## config.mk

```make
export PLATFORM = sky130hd
export DESIGN_NAME = ela_mem_arbiter
export DESIGN_NICKNAME = d
export VERILOG_FILES = /design/src/rtl/ela_pkg.sv /design/src/rtl/ela_rr_pick.sv /design/src/rtl/ela_mem_arbiter.sv
export SDC_FILE = /design/constraint.sdc
export NUM_CORES = 1
export LEC_CHECK = 0
export ABC_AREA = 1
export BUFFER_PORTS_ARGS = -buffer_cell sky130_fd_sc_hd__buf_2
export CORE_AREA = 3 3 93 86
export DETAILED_ROUTE_END_ITERATION = 6
export DIE_AREA = 0 0 96 89
export GPL_TIMING_DRIVEN = 0
export PLACE_DENSITY_LB_ADDON = 0.3
export SETUP_SLACK_MARGIN = 0.5
export SYNTH_ARGS = -nofsm -noshare
export SYNTH_HDL_FRONTEND = slang
export SYNTH_HIERARCHICAL = 1
export SYNTH_SLANG_ARGS = --single-unit
```

## constraint.sdc

```tcl
create_clock -name clk -period 4.4 [get_ports clk]
set_input_delay 0.88 -clock clk [delete_from_list [all_inputs] [get_ports clk]]
set_output_delay 0.88 -clock clk [all_outputs]
set_load 0.01 [all_outputs]
```

## src/rtl/ela_pkg.sv

```systemverilog
`default_nettype none
// +----------------------------------------------------------------------------+
// | Package     : ela_pkg                                                      |
// | Description : Shared constants for the ELA frame-memory slice.             |
// | Revision    : 1.0                                                          |
// +----------------------------------------------------------------------------+
package ela_pkg;

    localparam int IMG_W    = 128;
    localparam int IMG_H    = 64;
    localparam int AW       = $clog2(IMG_W * IMG_H);
    localparam int DW       = 8;

    localparam int REQ_LOAD = 0;
    localparam int REQ_ELA  = 1;
    localparam int REQ_HOST = 2;

    typedef logic [0:0] arb_state_t;
    localparam arb_state_t ST_IDLE  = 1'b0;
    localparam arb_state_t ST_OWNED = 1'b1;

endpackage
`default_nettype wire

```

## src/rtl/ela_rr_pick.sv

```systemverilog
`default_nettype none
// +----------------------------------------------------------------------------+
// | Module      : ela_rr_pick                                                  |
// | Description : Combinational round-robin picker, search starts at last+1.   |
// | Revision    : 1.0                                                          |
// +----------------------------------------------------------------------------+
module ela_rr_pick #(
    parameter int N_REQ = 3,
    parameter int LW    = 2
) (
    input  logic [N_REQ-1:0] req,
    input  logic [LW-1:0]    last,
    output logic [N_REQ-1:0] win
);
    import ela_pkg::*;

    logic [LW-1:0] w_idx;
    logic          w_found;

    always_comb begin
        win     = '0;
        w_found = 1'b0;
        w_idx   = '0;
        for (int i = 1; i <= N_REQ; i++) begin
            w_idx = LW'((int'(last) + i) % N_REQ);
            if (!w_found && req[w_idx]) begin
                win[w_idx] = 1'b1;
                w_found    = 1'b1;
            end
        end
    end

endmodule
`default_nettype wire

```

## src/rtl/ela_mem_arbiter.sv

```systemverilog
`default_nettype none
// +----------------------------------------------------------------------------+
// | Module      : ela_mem_arbiter                                              |
// | Description : Round-robin arbiter with burst lock for the ELA frame memory.|
// | Revision    : 1.0                                                          |
// +----------------------------------------------------------------------------+
module ela_mem_arbiter #(
    parameter int N_REQ     = 3,
    parameter int AW        = ela_pkg::AW,
    parameter int DW        = ela_pkg::DW,
    parameter int BURST_MAX = 8
) (
    input  logic                clk,
    input  logic                rst,
    input  logic [N_REQ-1:0]    req,
    input  logic [N_REQ-1:0]    lock,
    input  logic [N_REQ-1:0]    wen,
    input  logic [N_REQ*AW-1:0] addr,
    input  logic [N_REQ*DW-1:0] wdata,
    output logic [N_REQ-1:0]    gnt,
    output logic [N_REQ-1:0]    rvalid,
    output logic [DW-1:0]       rdata,
    output logic                mem_wen,
    output logic [AW-1:0]       mem_addr,
    output logic [DW-1:0]       mem_wdata,
    input  logic [DW-1:0]       mem_rdata
);
    import ela_pkg::*;

    localparam int LW  = (N_REQ > 1) ? $clog2(N_REQ) : 1;
    localparam int BCW = (BURST_MAX > 1) ? $clog2(BURST_MAX) : 1;
    localparam logic [BCW-1:0] c_burst_last = BCW'(BURST_MAX - 1);
    localparam logic [BCW-1:0] c_burst_one  = (BURST_MAX > 1) ? BCW'(1) : '0;
    localparam logic [LW-1:0]  c_last_rst   = LW'(N_REQ - 1);

    arb_state_t       r_state, w_state_nxt;
    logic [LW-1:0]    r_owner, w_owner_nxt;
    logic [LW-1:0]    r_last, w_last_nxt;
    logic [BCW-1:0]   r_burst_cnt, w_burst_nxt;
    logic [N_REQ-1:0] w_win, w_owner_oh;
    logic [LW-1:0]    w_win_idx, w_sel_idx, r_tag_idx;
    logic             w_hold, w_others, w_accept, w_sel_wen, r_tag_vld;
    logic [AW-1:0]    w_sel_addr;
    logic [DW-1:0]    w_sel_wdata;

    ela_rr_pick #(
        .N_REQ (N_REQ),
        .LW    (LW)
    ) u_pick (
        .req  (req),
        .last (r_last),
        .win  (w_win)
    );

    assign w_owner_oh = N_REQ'(1) << r_owner;
    assign w_hold     = (r_state == ST_OWNED) && req[r_owner] && lock[r_owner];
    assign w_others   = |(req & ~w_owner_oh);
    assign w_accept   = |gnt;

    always_ff @(posedge clk or posedge rst) begin
        if (rst) begin
            r_state     <= ST_IDLE;
            r_owner     <= '0;
            r_last      <= c_last_rst;
            r_burst_cnt <= '0;
        end else begin
            r_state     <= w_state_nxt;
            r_owner     <= w_owner_nxt;
            r_last      <= w_last_nxt;
            r_burst_cnt <= w_burst_nxt;
        end
    end

    always_comb begin
        w_state_nxt = r_state;
        w_owner_nxt = r_owner;
        w_last_nxt  = r_last;
        w_burst_nxt = r_burst_cnt;
        if (w_hold) begin
            // The beat at the burst limit is still granted; rotation happens after it.
            if (r_burst_cnt == c_burst_last) begin
                w_burst_nxt = '0;
                if (w_others) begin
                    w_state_nxt = ST_IDLE;
                end
            end else begin
                w_burst_nxt = r_burst_cnt + 1'b1;
            end
        end else begin
            w_state_nxt = ST_IDLE;
            w_burst_nxt = '0;
            if (|w_win) begin
                w_last_nxt = w_win_idx;
                if (|(w_win & lock)) begin
                    w_state_nxt = ST_OWNED;
                    w_owner_nxt = w_win_idx;
                    w_burst_nxt = c_burst_one;
                end
            end
        end
    end

    always_comb begin
        gnt = w_hold ? w_owner_oh : w_win;
    end

    always_comb begin
        w_win_idx   = '0;
        w_sel_idx   = '0;
        w_sel_wen   = 1'b0;
        w_sel_addr  = '0;
        w_sel_wdata = '0;
        for (int k = 0; k < N_REQ; k++) begin
            if (w_win[k]) begin
                w_win_idx = LW'(k);
            end
            if (gnt[k]) begin
                w_sel_idx   = LW'(k);
                w_sel_wen   = wen[k];
                w_sel_addr  = addr[k*AW +: AW];
                w_sel_wdata = wdata[k*DW +: DW];
            end
        end
    end

    // Command bus plus a two-stage read tag: stage one tracks the memory cycle, rvalid is stage two.
    always_ff @(posedge clk or posedge rst) begin
        if (rst) begin
            mem_wen   <= 1'b0;
            mem_addr  <= '0;
            mem_wdata <= '0;
            r_tag_vld <= 1'b0;
            r_tag_idx <= '0;
            rvalid    <= '0;
            rdata     <= '0;
        end else begin
            mem_wen   <= w_accept & w_sel_wen;
            if (w_accept) begin
                mem_addr  <= w_sel_addr;
                mem_wdata <= w_sel_wdata;
            end
            r_tag_vld <= w_accept & ~w_sel_wen;
            r_tag_idx <= w_sel_idx;
            rvalid    <= r_tag_vld ? (N_REQ'(1) << r_tag_idx) : '0;
            if (r_tag_vld) begin
                rdata <= mem_rdata;
            end
        end
    end

endmodule
`default_nettype wire

```

==> out/metrics.yaml, run 1 <==
wl_um: 7410
cts_buffers: 5
cts_tree: "built"
netlist_area_um2: 2800
syn-num-nets: 503
timing.rr.end: "mem_addr[0]"
num_io_pins: 118
worst_path_dominant_cell_family: "simple AND/OR/NAND/NOR gates"
arrival_ns: 2.65
min-delay-start: "r_tag_idx[1]"
first_pass_iters: 5
post-cts-setup-buffer-count: 0
cp_slowest_cell: "dfrtp_1"
diodes: 0
die_y_um: 89
wire_per_inst_um: 11.7
clockBufferDepth: 2
path_buf_inv: 5
ff2ff_path_depth: 16
finalMaxSlewViolations: 0
utilization_pct: 51.5
nets: 628
synth_cells: 415
cts_sinks: 44
cts_resized: 0
synth_warnings: 6
hold_depth: 1
gr-total-overflow: 0
grt_pass1_wl_um: 11600
yosys-top-cells-area: "dfrtp_1 (38%), nand2_1 (25%), nand3_1 (10%)"
drive_gt1_share_pct: 29.8
grt.total_usage_pct: 17.3
place_hpwl_um: 5750
viasPerCell: 4.59
regToRegStartpoint: "r_last[0]"
antenna_found_initial: 0
synthToLayoutAreaGrowth_pct: 30.2
max_cap_violations: 0
port_buffers: 117
cp-end-kind: "output port"
rsz0062_at_grt: "false"
whs_endpoint: "rvalid[0]"
ys_types: 25
ctsHoldBuffers: 0
design.die.area_um2: 8540
root_buffer: "clkbuf_8"
crit_path_cell_trace: "inv_1, ha_1, inv_2, nand2_1, nand2_1, a21oi_1, nand4_1, nand3_1, nand2_2, nand2_4, buf_2, buf_4, buf_2"
rows: 29
tns_ns: 0
r2r_slack_ns: 2.01
clk_pin_slew_ns: 0.09
final_cell_mix: "nand2_1 (184), buf_2 (123), inv_1 (62), nand3_1 (56), dfrtp_1 (43)"
fin_crit_sh_pct: 80.3
ys_ff_latch: 44
initial_core_util_pct: 39.5
crit_fanout: 11
gp_congestion: 0.823
dieWidth_um: 96
status: "complete, no violations"
postRouteAntennaNets: 0
path_class: "reg2out"
setup_viol: 0
yosysTopAreaCellShare_pct: 38.5
grt_pass1_vias: 2603
route.detailed.drc: 0
hold_ws_ns: 0.428
slew_headroom_pct: 67.2
grt_max_degree: 25
min_path_type: "reg2reg"
cp-start-kind: "flop"
finalCriticalPeriod_ns: 3.53
initialDrtViolationCount: 84
syn_area_per_cell_um2: 6.74
worst_pin_slew_ns: 0.492
yosysSeqAreaShare_pct: 39.4
layout_commonest_cell: "nand2_1"
yosysTopAreaCell: "dfrtp_1"
timing.fmax_mhz: 283
htree_levels: 2
slowest_delay_ns: 0.40
hold_viol: 0
required_ns: 3.52
num_vias: 2912
clkLatencyLatePin_ns: 0.30
fin_skew_ns: 0.00649
core_area_um2: 7080
[worst register-to-register path, stage by stage, from the launching register on]
cell     delay (ns)
dfrtp_1        0.40
inv_1          0.08
ha_1           0.39
inv_2          0.08
nand2_1        0.07
nand2_1        0.06
a21oi_1        0.21
nand4_1        0.11
nand3_1        0.21
nand2_2        0.12
nand2_4        0.13
inv_2          0.08
buf_6          0.14
nand2_1        0.08
inv_1          0.04
nand2_1        0.05
nand3_1        0.06
[Yosys cell counts (all sizes together)]
library cell / n
or2: 1
dfstp: 1
a21oi: 1
nand3: 60
o211ai: 1
buf: 15
dfrtp: 43
nor3: 3
ha: 6
o21ai: 5
inv: 67
clkbuf: 2
nand2: 191
nand4: 6
nor2: 12
o31ai: 1
[worst max path at each step]
| stage | from | to | depth (start not counted) |
|---|---|---|---|
| after global routing | r_last[0] | gnt[2] | 13 |
| after global placement | req[2] | gnt[2] | 11 |
| after detailed placement | req[2] | gnt[2] | 11 |
| after floorplan | req[1] | gnt[2] | 10 |
| final | r_last[0] | gnt[2] | 13 |
| after CTS | r_last[0] | gnt[2] | 13 |
[final cells by class]
class	instances	area, um2
tap	93	116
sequential	44	1100
buffer	17	131
multi-input combinational	287	1310
fill	728	3430
inverter	67	251
timing repair buffer	118	613
clock buffer	5	68.8
clock inverter	3	46.3
[state kept, by name, summed over array words and instances (netlist names)]
register	cells
mem_addr	13
mem_wdata	8
mem_wen	1
r_burst_cnt	3
r_last	2
r_owner	2
r_state	1
r_tag_idx	2
r_tag_vld	1
rdata	8
rvalid	3
[cell families (layout without fill, tap and decap cells)]
family                     after synthesis  count (layout)  share of synthesized area (%)
buffers and inverters                   84             210                           13.7
adders and majority gates                6               6                           2.68
DFF                                     44              44                           39.4
and+or+nand+nor                        273             273                           42.6
AOI/OAI and AO/OA                        8               8                           1.61
[per-layer routing]
metal,vias up,global-route usage [%],part of all wire (%)
met5,-,0,0
met3,7,4.63,7.7
met4,0,3.88,0.82
met1,1291,22.9,45
li1,1503,-,-
met2,111,28.3,46
[per-stage QoR]
step	cells	instance area (um2)	setup WS [ns]
after global routing	634	3640	0.604
after floorplan	415	2800	1.57
after detailed placement	626	3530	1.11
after global placement	625	3500	1.11
after CTS	634	3640	0.861
final	634	3640	0.868
Power of run 1 is left out: the tool's default activity adds up to more than one toggle a clock period on the data nets, which glitch-free logic cannot reach.
==> inputs of run 2 (changes only) <==
Settings changed: ABC_AREA 1 to 0, CORE_AREA 3 3 93 86 to 3 3 88 81, DIE_AREA 0 0 96 89 to 0 0 91 84.
Clock period 4.4 ns to 3.6 ns, I/O delays scaled along.
==> out/metrics.yaml, run 2 <==
fin_skew_ns: 0.00374  # -0.00275 ns
antenna_found_initial: 0  # unchanged
cts_buffers: 5  # unchanged
power_frac_comb_pct: 64.6
power_leakage_uw: 0.00172
clockBufferDepth: 2  # unchanged
layout.cells.non_filler: 484  # -24%
grt_max_degree: 28  # +12%
wl_um: 7250  # -2.1%
reg_top3: "mem_addr (13), mem_wdata (8), rdata (8)"
rsz0062_at_grt: "true"
die_y_um: 84  # -5.6%
utilization_pct: 55.7  # +4.3 points
root_buffer: "clkbuf_8"
stdcell_area_um2: 3460  # -4.9%
netlist_area_um2: 2480  # -11%
core_area_um2: 6220  # -12%
rows: 27  # -6.9%
port_buffers: 117  # unchanged
initialDrtViolationCount: 217  # +160%
cp-end-kind: "output port"
slowest_delay_ns: 0.57  # +0.17 ns
diodes: 0  # unchanged
grt_pass1_wl_um: 11600  # -0.18%
grt.total_usage_pct: 18.6  # +1.3 points
fin_crit_sh_pct: 84.9
ctsHoldBuffers: 0  # unchanged
async_reset_ff_share_pct: 100  # unchanged
dp.cells: 468  # -25%
place_area_um2: 3200  # -9.4%
drive_gt1_share_pct: 44.6  # +15 points
arrival_ns: 2.34  # -0.31 ns
synth.most_common_cell: "o21ai_0"
postRouteAntennaNets: 0  # unchanged
regMostFlops: "mem_addr"
gp_congestion: 0.806  # -2.0%
vdd_ir_drop_max_v: 0.000494
final_cell_mix: "buf_2 (118), o21ai_0 (48), dfrtp_1 (43), nand2_1 (28), inv_1 (26)"
dieWidth_um: 91  # -5.2%
synth_cells: 263  # -37%
ys.flop_type: "dfrtp_1"
crit_fanout: 4  # -7
finalCriticalPeriod_ns: 3.06
layout_commonest_cell: "buf_2"
timing.fmax_mhz: 327
clockPowerShare_pct: 11.1
cp_slowest_cell: "dfstp_2"
power_density_nw_per_um2: 1060
grt_pass1_vias: 2390  # -8.2%
ys_ff_latch: 44  # unchanged
synth_warnings: 6  # unchanged
syn-num-nets: 351  # -30%
hold_ws_ns: 0.402  # -0.0256 ns
num_vias: 2558  # -12%
synthToLayoutAreaGrowth_pct: 39.6
p_seq_share_pct: 24.3
ys_types: 43  # +72%
p_int_uw: 2090
synth-edff-count: 0  # unchanged
switching_power_uw: 1570
hold_viol: 0  # unchanged
worst_pin_slew_ns: 0.468  # -0.0237 ns
path_class: "reg2out"
yosysTopAreaCell: "dfrtp_1"
route.detailed.drc: 0  # unchanged
yosys-top-cells-area: "dfrtp_1 (43%), o21ai_0 (9.9%), a32oi_1 (7.8%)"
htree_levels: 2  # unchanged
syn_area_per_cell_um2: 9.43  # +40%
cp-start-kind: "flop"
clkLatencyLatePin_ns: 0.29  # about the same
yosysSeqAreaShare_pct: 44.4  # +5.0 points
cts_tree: "built"
min_path_type: "in2async"
synth_common_cells: "o21ai_0 (49), dfrtp_1 (43), nand2_1 (29)"
largest_reg_flops: 13  # unchanged
max_cap_violations: 0  # unchanged
setup_viol: 0  # unchanged
finalWorstSetupSlack_ns: 0.543  # -0.325 ns
finalMaxSlewViolations: 0  # unchanged
first_pass_iters: 7  # +2
crit_path_cell_trace: "inv_2, ha_1, mux2i_1, o2bb2ai_2, o22ai_2, clkbuf_8, o21ai_2, nand2_2, buf_8, buf_4, buf_6"
status: "complete, no violations"
post-place-ws_ns: -0.133  # -1.24 ns
wire_per_inst_um: 15.0  # +28%
slew_headroom_pct: 68.8  # +1.6 points
required_ns: 2.88  # -0.64 ns
clk_pin_slew_ns: 0.08  # about the same
p_sw_share_pct: 42.9
cts_sinks: 44  # unchanged
num_io_pins: 118  # unchanged
place_hpwl_um: 5360  # -6.7%
path_buf_inv: 5  # unchanged
yosysTopAreaCellShare_pct: 43.4  # +4.9 points
viasPerCell: 5.29  # +15%
design.die.area_um2: 7640  # -11%
worst_path_dominant_cell_family: "flip-flops"
gr-total-overflow: 0  # unchanged
initial_core_util_pct: 39.9  # +0.39 points
nets: 484  # -23%
## run 2: cell types whose count changed after synthesis, moves of 5 or more
cell | previous run | this run
nand2_1 | 184 | 29
o21ai_0 | 5 | 49
nand3_1 | 56 | 2
a32oi_1 | 0 | 22
clkbuf_1 | 2 | 8
nor2_1 | 10 | 5
nand4_1 | 6 | 0
nor2b_1 | 0 | 6
mux2_2 | 0 | 9
inv_1 | 63 | 28
## run 2: cell type report
| type | instances | area [um2] |
|---|---|---|
| buffer | 16 | 118 |
| fill | 606 | 2750 |
| sequential | 44 | 1100 |
| inverter | 28 | 105 |
| multi-input combinational | 175 | 1230 |
| tap | 87 | 109 |
| clock buffer | 7 | 96.3 |
| clock inverter | 1 | 30.0 |
| timing repair buffer | 126 | 672 |
## run 2: worst paths after layout
check,start,endpoint,slack (ns),depth (start not counted)
worst max-delay path,r_last[1],gnt[2],0.54,11
worst min-delay path,rst,rvalid[2],0.40,2
worst max register to register,r_last[1],mem_addr[5],0.83,11
worst min register to register,r_tag_idx[0],rvalid[0],0.45,1
max in group asynchronous,rst,r_last[1],2.65,3
min in group clk,r_tag_idx[0],rvalid[0],0.45,1
## run 2: layer usage
metal / wire length (um) / vias up / track usage, %
li1: - / 1205 / -
met3: 697 / 7 / 5.05
met5: 0 / - / 0
met2: 3480 / 131 / 31.4
met1: 3010 / 1215 / 23.7
met4: 59 / 0 / 3.97
## run 2: kinds of logic (layout without fill, tap and decap cells)
logic type / after synthesis / in the layout / share of synthesized area (%)
mux: 13 / 13 / 5.70
fa+ha+maj: 6 / 6 / 3.03
simple gates: 61 / 61 / 13.9
compound gates: 95 / 95 / 24.8
flops: 44 / 44 / 44.4
buf+inv: 44 / 178 / 8.12
## run 2: metrics by stage
stage / power (uW) / TNS (ns)
after global placement: 2990 / -0.109
after floorplan: 2390 / 0
final: 3660 / 0
after global routing: 3970 / 0
after detailed placement: 3030 / -0.133
after CTS: 3570 / 0
## run 2: timing repair
action / in CTS / in global routing
pin swaps: 3 / 5
endpoints found under the setup margin: 2 / 4
hold endpoints to repair: 0 / 0
setup buffers: 6 / 2
resized for setup: 7 / 15
## run 2: power by group through the flow
| stage | combinational [uW] | clock [uW] | sequential [uW] |
|---|---|---|---|
| 2_1_floorplan | 1410 | 0 | 978 |
| 3_3_place_gp | 2100 | 0 | 894 |
| 3_5_place_dp | 2140 | 0 | 895 |
| 4_1_cts | 2260 | 417 | 889 |
| 5_1_grt | 2600 | 439 | 925 |
| 6_report | 2360 | 407 | 890 |
Note: power is estimated with default switching activity, not from simulation.
